**config.mk**
```make
export PLATFORM = sky130hd
export DESIGN_NAME = mc_control_unit_flat
export DESIGN_NICKNAME = d
export VERILOG_FILES = /design/src/rtl/mc_control_unit_if.sv /design/src/rtl/mc_control_unit.sv /design/src/flat_wrapper.sv
export SDC_FILE = /design/constraint.sdc
export NUM_CORES = 1
export LEC_CHECK = 0
export BUFFER_PORTS_ARGS = -buffer_cell sky130_fd_sc_hd__buf_2
export CAP_MARGIN = 25
export CORE_UTILIZATION = 35
export CTS_CLUSTER_SIZE = 8
export DETAILED_ROUTE_END_ITERATION = 16
export GPL_ROUTABILITY_DRIVEN = 1
export PLACE_DENSITY = 0.6
export SYNTH_ARGS = -nofsm -noshare
export SYNTH_HDL_FRONTEND = slang
export SYNTH_SLANG_ARGS = --single-unit
```
**constraint.sdc**
```tcl
create_clock -name clk -period 5.3 [get_ports clk]
set_input_delay 1.325 -clock clk [delete_from_list [all_inputs] [get_ports clk]]
set_output_delay 1.325 -clock clk [all_outputs]
set_load 0.01 [all_outputs]
```
**src/rtl/mc_control_unit_if.sv**
```systemverilog
// Control bus between the multi-cycle MIPS control unit and the datapath.
// master = control unit, slave = datapath / instruction register / memory.
interface mc_control_unit_if #(
  parameter int OPW    = 6,
  parameter int ALUOPW = 3,
  parameter int CNT_W  = 32
);
  logic [OPW-1:0]    opcode;
  logic              zero;
  logic              mem_ready;
  logic              pcwrite;
  logic              pcwritecond;
  logic              iord;
  logic              irwrite;
  logic              er;
  logic              ew;
  logic              regdst;
  logic              memtoreg;
  logic              regwrite;
  logic              alusrca;
  logic [1:0]        alusrcb;
  logic [ALUOPW-1:0] aluop;
  logic [1:0]        pcsrc;
  logic              illegal;
  logic              instr_done;
  logic [CNT_W-1:0]  retired;
  logic [3:0]        state;

  modport master (
    input  opcode, zero, mem_ready,
    output pcwrite, pcwritecond, iord, irwrite,
    output er, ew, regdst, memtoreg, regwrite,
    output alusrca, alusrcb, aluop, pcsrc,
    output illegal, instr_done, retired, state
  );

  modport slave (
    output opcode, zero, mem_ready,
    input  pcwrite, pcwritecond, iord, irwrite,
    input  er, ew, regdst, memtoreg, regwrite,
    input  alusrca, alusrcb, aluop, pcsrc,
    input  illegal, instr_done, retired, state
  );
endinterface

```
**src/rtl/mc_control_unit.sv**
```systemverilog
// Multi-cycle MIPS control unit: Moore FSM sequencing fetch, decode,
// execute, memory and writeback, with a retired-instruction counter.
module mc_control_unit #(
  parameter int             OPW      = 6,
  parameter int             ALUOPW   = 3,
  parameter int             CNT_W    = 32,
  parameter logic [OPW-1:0] OP_RTYPE = 6'h00,
  parameter logic [OPW-1:0] OP_LW    = 6'h23,
  parameter logic [OPW-1:0] OP_SW    = 6'h2B,
  parameter logic [OPW-1:0] OP_ADDI  = 6'h08,
  parameter logic [OPW-1:0] OP_BEQ   = 6'h04,
  parameter logic [OPW-1:0] OP_J     = 6'h02
) (
  input  logic clk,
  input  logic rst_n,
  mc_control_unit_if.master bus
);

  typedef enum logic [3:0] {
    S_IDLE   = 4'd0,
    S_FETCH  = 4'd1,
    S_DECODE = 4'd2,
    S_MEMADR = 4'd3,
    S_MEMRD  = 4'd4,
    S_MEMWB  = 4'd5,
    S_MEMWR  = 4'd6,
    S_EXEC   = 4'd7,
    S_RWB    = 4'd8,
    S_BRANCH = 4'd9,
    S_JUMP   = 4'd10,
    S_ADDIEX = 4'd11,
    S_ADDIWB = 4'd12
  } state_t;

  localparam logic [ALUOPW-1:0] ALU_ADD = ALUOPW'(0);
  localparam logic [ALUOPW-1:0] ALU_SUB = ALUOPW'(1);
  localparam logic [ALUOPW-1:0] ALU_FN  = ALUOPW'(2);

  state_t            state_q;
  state_t            nxt;
  logic [CNT_W-1:0]  retired_q;
  logic              done;
  logic              ill;
  logic              pcwrite;
  logic              pcwritecond;
  logic              iord;
  logic              irwrite;
  logic              er;
  logic              ew;
  logic              regdst;
  logic              memtoreg;
  logic              regwrite;
  logic              alusrca;
  logic [1:0]        alusrcb;
  logic [ALUOPW-1:0] aluop;
  logic [1:0]        pcsrc;

  logic [OPW-1:0] op;
  logic           is_mem;
  logic           is_r;
  logic           is_beq;
  logic           is_j;
  logic           is_addi;

  assign op      = bus.opcode;
  assign is_mem  = (op == OP_LW) || (op == OP_SW);
  assign is_r    = (op == OP_RTYPE);
  assign is_beq  = (op == OP_BEQ);
  assign is_j    = (op == OP_J);
  assign is_addi = (op == OP_ADDI);

  always_ff @(posedge clk or negedge rst_n) begin
    if (!rst_n) state_q <= S_IDLE;
    else        state_q <= nxt;
  end

  always_comb begin
    nxt         = S_FETCH;
    pcwrite     = 1'b0;
    pcwritecond = 1'b0;
    iord        = 1'b0;
    irwrite     = 1'b0;
    er          = 1'b0;
    ew          = 1'b0;
    regdst      = 1'b0;
    memtoreg    = 1'b0;
    regwrite    = 1'b0;
    alusrca     = 1'b0;
    alusrcb     = 2'b00;
    aluop       = ALU_ADD;
    pcsrc       = 2'b00;
    ill         = 1'b0;
    done        = 1'b0;
    unique case (state_q)
      S_IDLE: nxt = S_FETCH;
      S_FETCH: begin
        er      = 1'b1;
        alusrcb = 2'b01;
        irwrite = bus.mem_ready;
        pcwrite = bus.mem_ready;
        nxt     = bus.mem_ready ? S_DECODE : S_FETCH;
      end
      S_DECODE: begin
        alusrcb = 2'b11;
        unique case (1'b1)
          is_mem:  nxt = S_MEMADR;
          is_r:    nxt = S_EXEC;
          is_beq:  nxt = S_BRANCH;
          is_j:    nxt = S_JUMP;
          is_addi: nxt = S_ADDIEX;
          default: begin
            nxt = S_FETCH;
            ill = 1'b1;
          end
        endcase
      end
      S_MEMADR: begin
        alusrca = 1'b1;
        alusrcb = 2'b10;
        nxt     = (op == OP_LW) ? S_MEMRD : S_MEMWR;
      end
      S_MEMRD: begin
        er   = 1'b1;
        iord = 1'b1;
        nxt  = bus.mem_ready ? S_MEMWB : S_MEMRD;
      end
      S_MEMWB: begin
        regwrite = 1'b1;
        memtoreg = 1'b1;
        done     = 1'b1;
      end
      S_MEMWR: begin
        ew   = 1'b1;
        iord = 1'b1;
        done = bus.mem_ready;
        nxt  = bus.mem_ready ? S_FETCH : S_MEMWR;
      end
      S_EXEC: begin
        alusrca = 1'b1;
        aluop   = ALU_FN;
        nxt     = S_RWB;
      end
      S_RWB: begin
        regwrite = 1'b1;
        regdst   = 1'b1;
        done     = 1'b1;
      end
      S_BRANCH: begin
        alusrca     = 1'b1;
        aluop       = ALU_SUB;
        pcwritecond = 1'b1;
        pcsrc       = 2'b01;
        done        = 1'b1;
      end
      S_JUMP: begin
        pcwrite = 1'b1;
        pcsrc   = 2'b10;
        done    = 1'b1;
      end
      S_ADDIEX: begin
        alusrca = 1'b1;
        alusrcb = 2'b10;
        nxt     = S_ADDIWB;
      end
      S_ADDIWB: begin
        regwrite = 1'b1;
        done     = 1'b1;
      end
      default: nxt = S_FETCH;
    endcase
  end

  always_ff @(posedge clk or negedge rst_n) begin
    if (!rst_n)    retired_q <= '0;
    else if (done) retired_q <= retired_q + 1'b1;
  end

  assign bus.pcwrite     = pcwrite;
  assign bus.pcwritecond = pcwritecond;
  assign bus.iord        = iord;
  assign bus.irwrite     = irwrite;
  assign bus.er          = er;
  assign bus.ew          = ew;
  assign bus.regdst      = regdst;
  assign bus.memtoreg    = memtoreg;
  assign bus.regwrite    = regwrite;
  assign bus.alusrca     = alusrca;
  assign bus.alusrcb     = alusrcb;
  assign bus.aluop       = aluop;
  assign bus.pcsrc       = pcsrc;
  assign bus.illegal     = ill;
  assign bus.instr_done  = done;
  assign bus.retired     = retired_q;
  assign bus.state       = state_q;

endmodule

```
**src/flat_wrapper.sv**
```systemverilog
// flat-port wrapper written by rule: the top's interface ports become plain ports
module mc_control_unit_flat 
#(
  parameter int             OPW      = 6,
  parameter int             ALUOPW   = 3,
  parameter int             CNT_W    = 32,
  parameter logic [OPW-1:0] OP_RTYPE = 6'h00,
  parameter logic [OPW-1:0] OP_LW    = 6'h23,
  parameter logic [OPW-1:0] OP_SW    = 6'h2B,
  parameter logic [OPW-1:0] OP_ADDI  = 6'h08,
  parameter logic [OPW-1:0] OP_BEQ   = 6'h04,
  parameter logic [OPW-1:0] OP_J     = 6'h02
)
  (clk, rst_n, bus_opcode, bus_zero, bus_mem_ready, bus_pcwrite, bus_pcwritecond, bus_iord, bus_irwrite, bus_er, bus_ew, bus_regdst, bus_memtoreg, bus_regwrite, bus_alusrca, bus_alusrcb, bus_aluop, bus_pcsrc, bus_illegal, bus_instr_done, bus_retired, bus_state);
  mc_control_unit_if #(.OPW(OPW), .ALUOPW(ALUOPW), .CNT_W(CNT_W)) bus_i ();
  input  logic clk;
  input  logic rst_n;
  input wire logic [$bits(bus_i.opcode)-1:0] bus_opcode;
  input wire logic [$bits(bus_i.zero)-1:0] bus_zero;
  input wire logic [$bits(bus_i.mem_ready)-1:0] bus_mem_ready;
  output wire logic [$bits(bus_i.pcwrite)-1:0] bus_pcwrite;
  output wire logic [$bits(bus_i.pcwritecond)-1:0] bus_pcwritecond;
  output wire logic [$bits(bus_i.iord)-1:0] bus_iord;
  output wire logic [$bits(bus_i.irwrite)-1:0] bus_irwrite;
  output wire logic [$bits(bus_i.er)-1:0] bus_er;
  output wire logic [$bits(bus_i.ew)-1:0] bus_ew;
  output wire logic [$bits(bus_i.regdst)-1:0] bus_regdst;
  output wire logic [$bits(bus_i.memtoreg)-1:0] bus_memtoreg;
  output wire logic [$bits(bus_i.regwrite)-1:0] bus_regwrite;
  output wire logic [$bits(bus_i.alusrca)-1:0] bus_alusrca;
  output wire logic [$bits(bus_i.alusrcb)-1:0] bus_alusrcb;
  output wire logic [$bits(bus_i.aluop)-1:0] bus_aluop;
  output wire logic [$bits(bus_i.pcsrc)-1:0] bus_pcsrc;
  output wire logic [$bits(bus_i.illegal)-1:0] bus_illegal;
  output wire logic [$bits(bus_i.instr_done)-1:0] bus_instr_done;
  output wire logic [$bits(bus_i.retired)-1:0] bus_retired;
  output wire logic [$bits(bus_i.state)-1:0] bus_state;
  assign bus_i.opcode = bus_opcode;
  assign bus_i.zero = bus_zero;
  assign bus_i.mem_ready = bus_mem_ready;
  assign bus_pcwrite = bus_i.pcwrite;
  assign bus_pcwritecond = bus_i.pcwritecond;
  assign bus_iord = bus_i.iord;
  assign bus_irwrite = bus_i.irwrite;
  assign bus_er = bus_i.er;
  assign bus_ew = bus_i.ew;
  assign bus_regdst = bus_i.regdst;
  assign bus_memtoreg = bus_i.memtoreg;
  assign bus_regwrite = bus_i.regwrite;
  assign bus_alusrca = bus_i.alusrca;
  assign bus_alusrcb = bus_i.alusrcb;
  assign bus_aluop = bus_i.aluop;
  assign bus_pcsrc = bus_i.pcsrc;
  assign bus_illegal = bus_i.illegal;
  assign bus_instr_done = bus_i.instr_done;
  assign bus_retired = bus_i.retired;
  assign bus_state = bus_i.state;
  mc_control_unit #(.OPW(OPW), .ALUOPW(ALUOPW), .CNT_W(CNT_W), .OP_RTYPE(OP_RTYPE), .OP_LW(OP_LW), .OP_SW(OP_SW), .OP_ADDI(OP_ADDI), .OP_BEQ(OP_BEQ), .OP_J(OP_J)) u_core (.clk(clk), .rst_n(rst_n), .bus(bus_i));
endmodule
```
* Yosys cells after proc, flatten, opt, wreduce, memory -nomap -nowiden *
Index checks and enable logic that the tools add are counted.

word-level totals
  output and inout port bits = 55
  register bits = 36
  word-level logic and storage cells = 51
  input bits = 10

operators by class
  multiplexer cells = 22
  $add $sub $neg = 1
  reductions and logical operators = 9
  equality and inequality tests = 17

operators with widths
  cell                                                             count
  32-bit by 1-bit adder with 32-bit output, second input constant  1
  4-bit one-hot mux with 7 select lines                            1
  4-bit == test, second input constant                             5
  4-bit one-hot mux with 5 select lines                            1
  4-bit by 3-bit == test with 1-bit output, second input constant  4
  6-bit == test, second input constant                             2
  1-bit two-way mux                                                12
  5-bit OR reduction                                               2
  4-bit by 2-bit == test with 1-bit output, second input constant  2
  2-bit one-hot mux with 2 select lines                            2
  6-bit by 2-bit == test with 1-bit output, second input constant  1
  6-bit by 3-bit == test with 1-bit output, second input constant  1
  6-bit by 4-bit == test with 1-bit output, second input constant  1
  6-bit logical NOT                                                1
  2-bit one-hot mux with 3 select lines                            1
  2-bit OR reduction                                               3
  4-bit by 1-bit == test with 1-bit output, second input constant  1
  2-bit two-way mux                                                2
  1-bit one-hot mux with 2 select lines                            2
  4-bit OR reduction                                               1
  3-bit two-way mux                                                1
  3-bit OR reduction                                               1
  1-bit logical OR                                                 1

* Depth between registers and ports, before layout *
  depth after elaboration = 5
  mapped depth = 8

* Least setup slack after synthesis *
No wires, ideal clock.

  path type = input-to-output
  start = input port bus_opcode[1]
  end = output port bus_illegal
  stages on the path = 4
  path buffers = 1
  data arrival time = 2.154 ns
  slack = 1.821 ns
  path through = clkbuf_1 -> a21o_1 -> o21ai_0 -> a221oi_1

on the way
  cells in the longest elaborated chain, start to end = 5
  elaborated cells on any way between the ends = 10

ends and longest elaborated chain
  item                                     RTL line                text
  start, declared                          flat_wrapper.sv:18      input wire logic [$bits(bus_i.opcode)-1:0] bus_opcode;
  6-bit == test                            mc_control_unit.sv:66   assign is_mem = (op == OP_LW) || (op == OP_SW);
  1-bit logical OR                         mc_control_unit.sv:66
  5-bit OR reduction (no source line) (*)  --
  1-bit two-way mux (*)                    mc_control_unit.sv:105  unique case (1'b1)
  1-bit two-way mux (*)                    mc_control_unit.sv:94   unique case (state_q)
  end, declared                            flat_wrapper.sv:34      output wire logic [$bits(bus_i.illegal)-1:0] bus_illegal;

Every way passes the cells marked *; elsewhere a longest branch is shown, timed or not.

* Worst setup path in the final report *
  start = input port bus_mem_ready
  end = output port bus_instr_done

on the way
  cells in the longest elaborated chain, start to end = 1

ends and longest elaborated chain
  item                                   RTL line               text
  start, declared                        flat_wrapper.sv:20     input wire logic [$bits(bus_i.mem_ready)-1:0] bus_mem_ready;
  1-bit one-hot mux with 2 select lines  mc_control_unit.sv:94
  end, declared                          flat_wrapper.sv:35     output wire logic [$bits(bus_i.instr_done)-1:0] bus_instr_done;

Every way passes these cells.

==> out/metrics.cfg <==
[outcome]
status=complete, no violations

[sta]
finalHoldViolCount=0
period_minus_slack_ns=3.56
grt_setup_unrepaired=no
tns_ns=0
fin_skew_ns=0.00175
worst_pin_slew_ns=0.776
drv_slew=0
period_share_pct=67.2
slew_headroom_pct=48.3
setup_viol=0
clock.fmax_mhz=281

[critical_path]
required_ns=3.97
crit_top_cell=buf_2
rr_worst_depth=5
critical_path.max_stage_delay_ns=0.28
cp_slowest_cell=a21o_4
reg2reg_from=u_core.bus.state[3]
critical-path-top-delay-family=buffers and inverters
path_class=input pin to primary output
path_cells=buf_2 > nand3b_1 > a21o_4 > nand2_1 > buf_2
ff2ff_setup_slack_ns=2.94
crit_path_end_kind=primary output
start_kind=input pin
path_max_fanout=7
crit_arrival_ns=2.24
worst-path-buf-inv=2
rr_endpoint=u_core.bus.retired[10]

[finish]
fin_nets=280
drive_gt1_share_pct=29.6
diodes=0
seqCellArea_um2=901
final_cells=342
multi_input_area_mm2=0.00104
area_growth_pct=23.2
fillers=568

[placement]
gp_routability_congestion=0.758
dp.cells=334
portBuffers=62
place_hpwl_um=3280

[drt]
wl_um=4480
drtPass1Iterations=4
drtIter0Drc=65
drtAntennaViolNets=0
dr_total_vias=1748
wl_per_cell_um=13.1
route.detailed.drc=0
viasPerCell=5.11

[pwr]
p_leak_uw=0.00110
ir_drop_uv=151
cell_internal_pwr_uw=599
p_switching_uw=339
sw_frac_of_total_pct=36.1
p_clk_share_pct=27.9
seq_power_share_pct=40.2
power_frac_comb_pct=31.9
p_per_area_mw_per_mm2=376

[run]
cap_violations=0

[yosys]
syn_area_mm2=0.00203
seq_area_frac_synth_pct=44.5
ys_types=47
synth_area_per_cell_um2=9.56
ys_warn_count=0
async_reset_ff_share_pct=100
syn_nets=223
synthFlopType=dfrtp_1
synth-edff-count=0
ys_seq_elements=36
syn_inst=212

[worst_hold_path]
hold_path_startpoint=u_core.bus.retired[31]
hold_class=flip-flop to flip-flop
holdPathStages=1
hold_path_end=u_core.bus.retired[31]

[floorplan]
die-area_mm2=0.00610
fp.dieW_um=78.1
core_area_mm2=0.00554
initial_core_util_pct=36.6
row_count=27
die_height_um=78.1
ios=65

[grt]
antenna_found_initial=0
grt_pass1_wl_um=7670
grt.total_usage_pct=15.8
grt_pass1_vias=1621
grt_max_degree=37
grt_overflow=0

[clock_tree]
holdBufCountCts=0
cts.path.max_buffers=2
clock_sinks=36
htree_levels=2
cts_resized=0
path_clk_slew_ns=0.07
clock-root-buffer=clkbuf_8
post_cts_buffers=0
clk_latency_ns=0.28
cts_buffers=5
cts_tree=done

==> layout make-up <==
class                   count  share of cell area, %
multi-input cells         157                   41.7
flip-flops and latches     36                   36.1
repair buffers             62                   12.4
clock buffers               7                   3.86
well taps                  72                   3.61
clock inverters             1                   1.20
inverters                   7                   1.05
==> registers in the layout, indices dropped and copies added, names as in the netlist <==
signal and count:
u_core.bus.retired 32, u_core.bus.state 4
==> worst max path at each step <==
stage,end,cells after the start,startpoint
floorplan,bus_illegal,4,bus_opcode[1]
global placement,bus_instr_done,5,bus_mem_ready
detailed placement,bus_instr_done,5,bus_mem_ready
CTS,bus_instr_done,5,bus_mem_ready
global route,bus_instr_done,5,bus_mem_ready
finish,bus_instr_done,5,bus_mem_ready
==> placed cells by master (no fill, tap or decap), types with 3 or more instances in the layout <==
master	netlist	layout
inv_1	7	7
nor2_1	19	19
nand2_1	20	20
nor3_1	13	13
buf_2	1	62
o21ai_0	7	7
clkbuf_8	0	7
nand3_1	10	10
dfrtp_1	36	36
xnor2_1	18	18
xor2_1	15	15
nand4_1	6	6
a31oi_1	3	3
a21oi_1	8	8
==> metrics by stage <==
stage	setup WS (ns)	power, uW	cell area [um^2]	utilization, %	hold slack [ns]
3_3_place_gp	1.74	678	2370	42.8	0.465
5_1_grt	1.65	1000	2490	45.0	0.489
4_1_cts	1.73	946	2490	45.0	0.478
2_1_floorplan	1.82	571	2030	-	0.504
6_report	1.74	938	2490	45.0	0.469
3_5_place_dp	1.74	683	2370	42.8	0.457
==> routing by layer <==
metal  track usage [%]  part of all wire [%]
met1              21.3                    48
met2              24.9                    46
met3              3.26                   4.7
met4              6.30                   1.0
met5                 0                     0
==> logic make-up (layout without fill, tap and decap cells) <==
kind of cell,count (synthesis),count (layout),synth area share [%]
mux,1,1,0.556
fa+ha+maj,2,2,1.11
other cells,1,1,0.185
xor+xnor,33,33,14.3
flops,36,36,44.5
simple gates,89,89,24.0
buf+inv,19,77,4.14
compound gates,31,31,11.2
==> synthesized netlist by cell type, types with 2 or more instances <==
library cell  count  area, um^2
nand3_1          10        50.1
buf_4             3        22.5
nand4_1           6        37.5
nand2b_1          2        12.5
nor4b_1           2        17.5
nor3b_1           2        15.0
nor4_1            2        12.5
a211oi_1          2        15.0
xor2_1           15         131
a21oi_1           8        40.0
a31oi_1           3        18.8
dfrtp_1          36         901
a211o_1           2        17.5
nand2_1          20        75.1
clkbuf_1          7        26.3
xnor2_1          18         158
nor2_1           19        71.3
inv_1             7        26.3
o21ai_0           7        35.0
nor3_1           13        65.1
and4_1            2        17.5
==> power by group through the flow <==
stage	sequential, uW	combinational [uW]	clock (uW)
after floorplan	356	214	0
after global placement	379	298	0
after detailed placement	382	301	0
after CTS	376	302	267
after global routing	386	334	282
final	377	299	262
(Power assumes the default switching activity.)
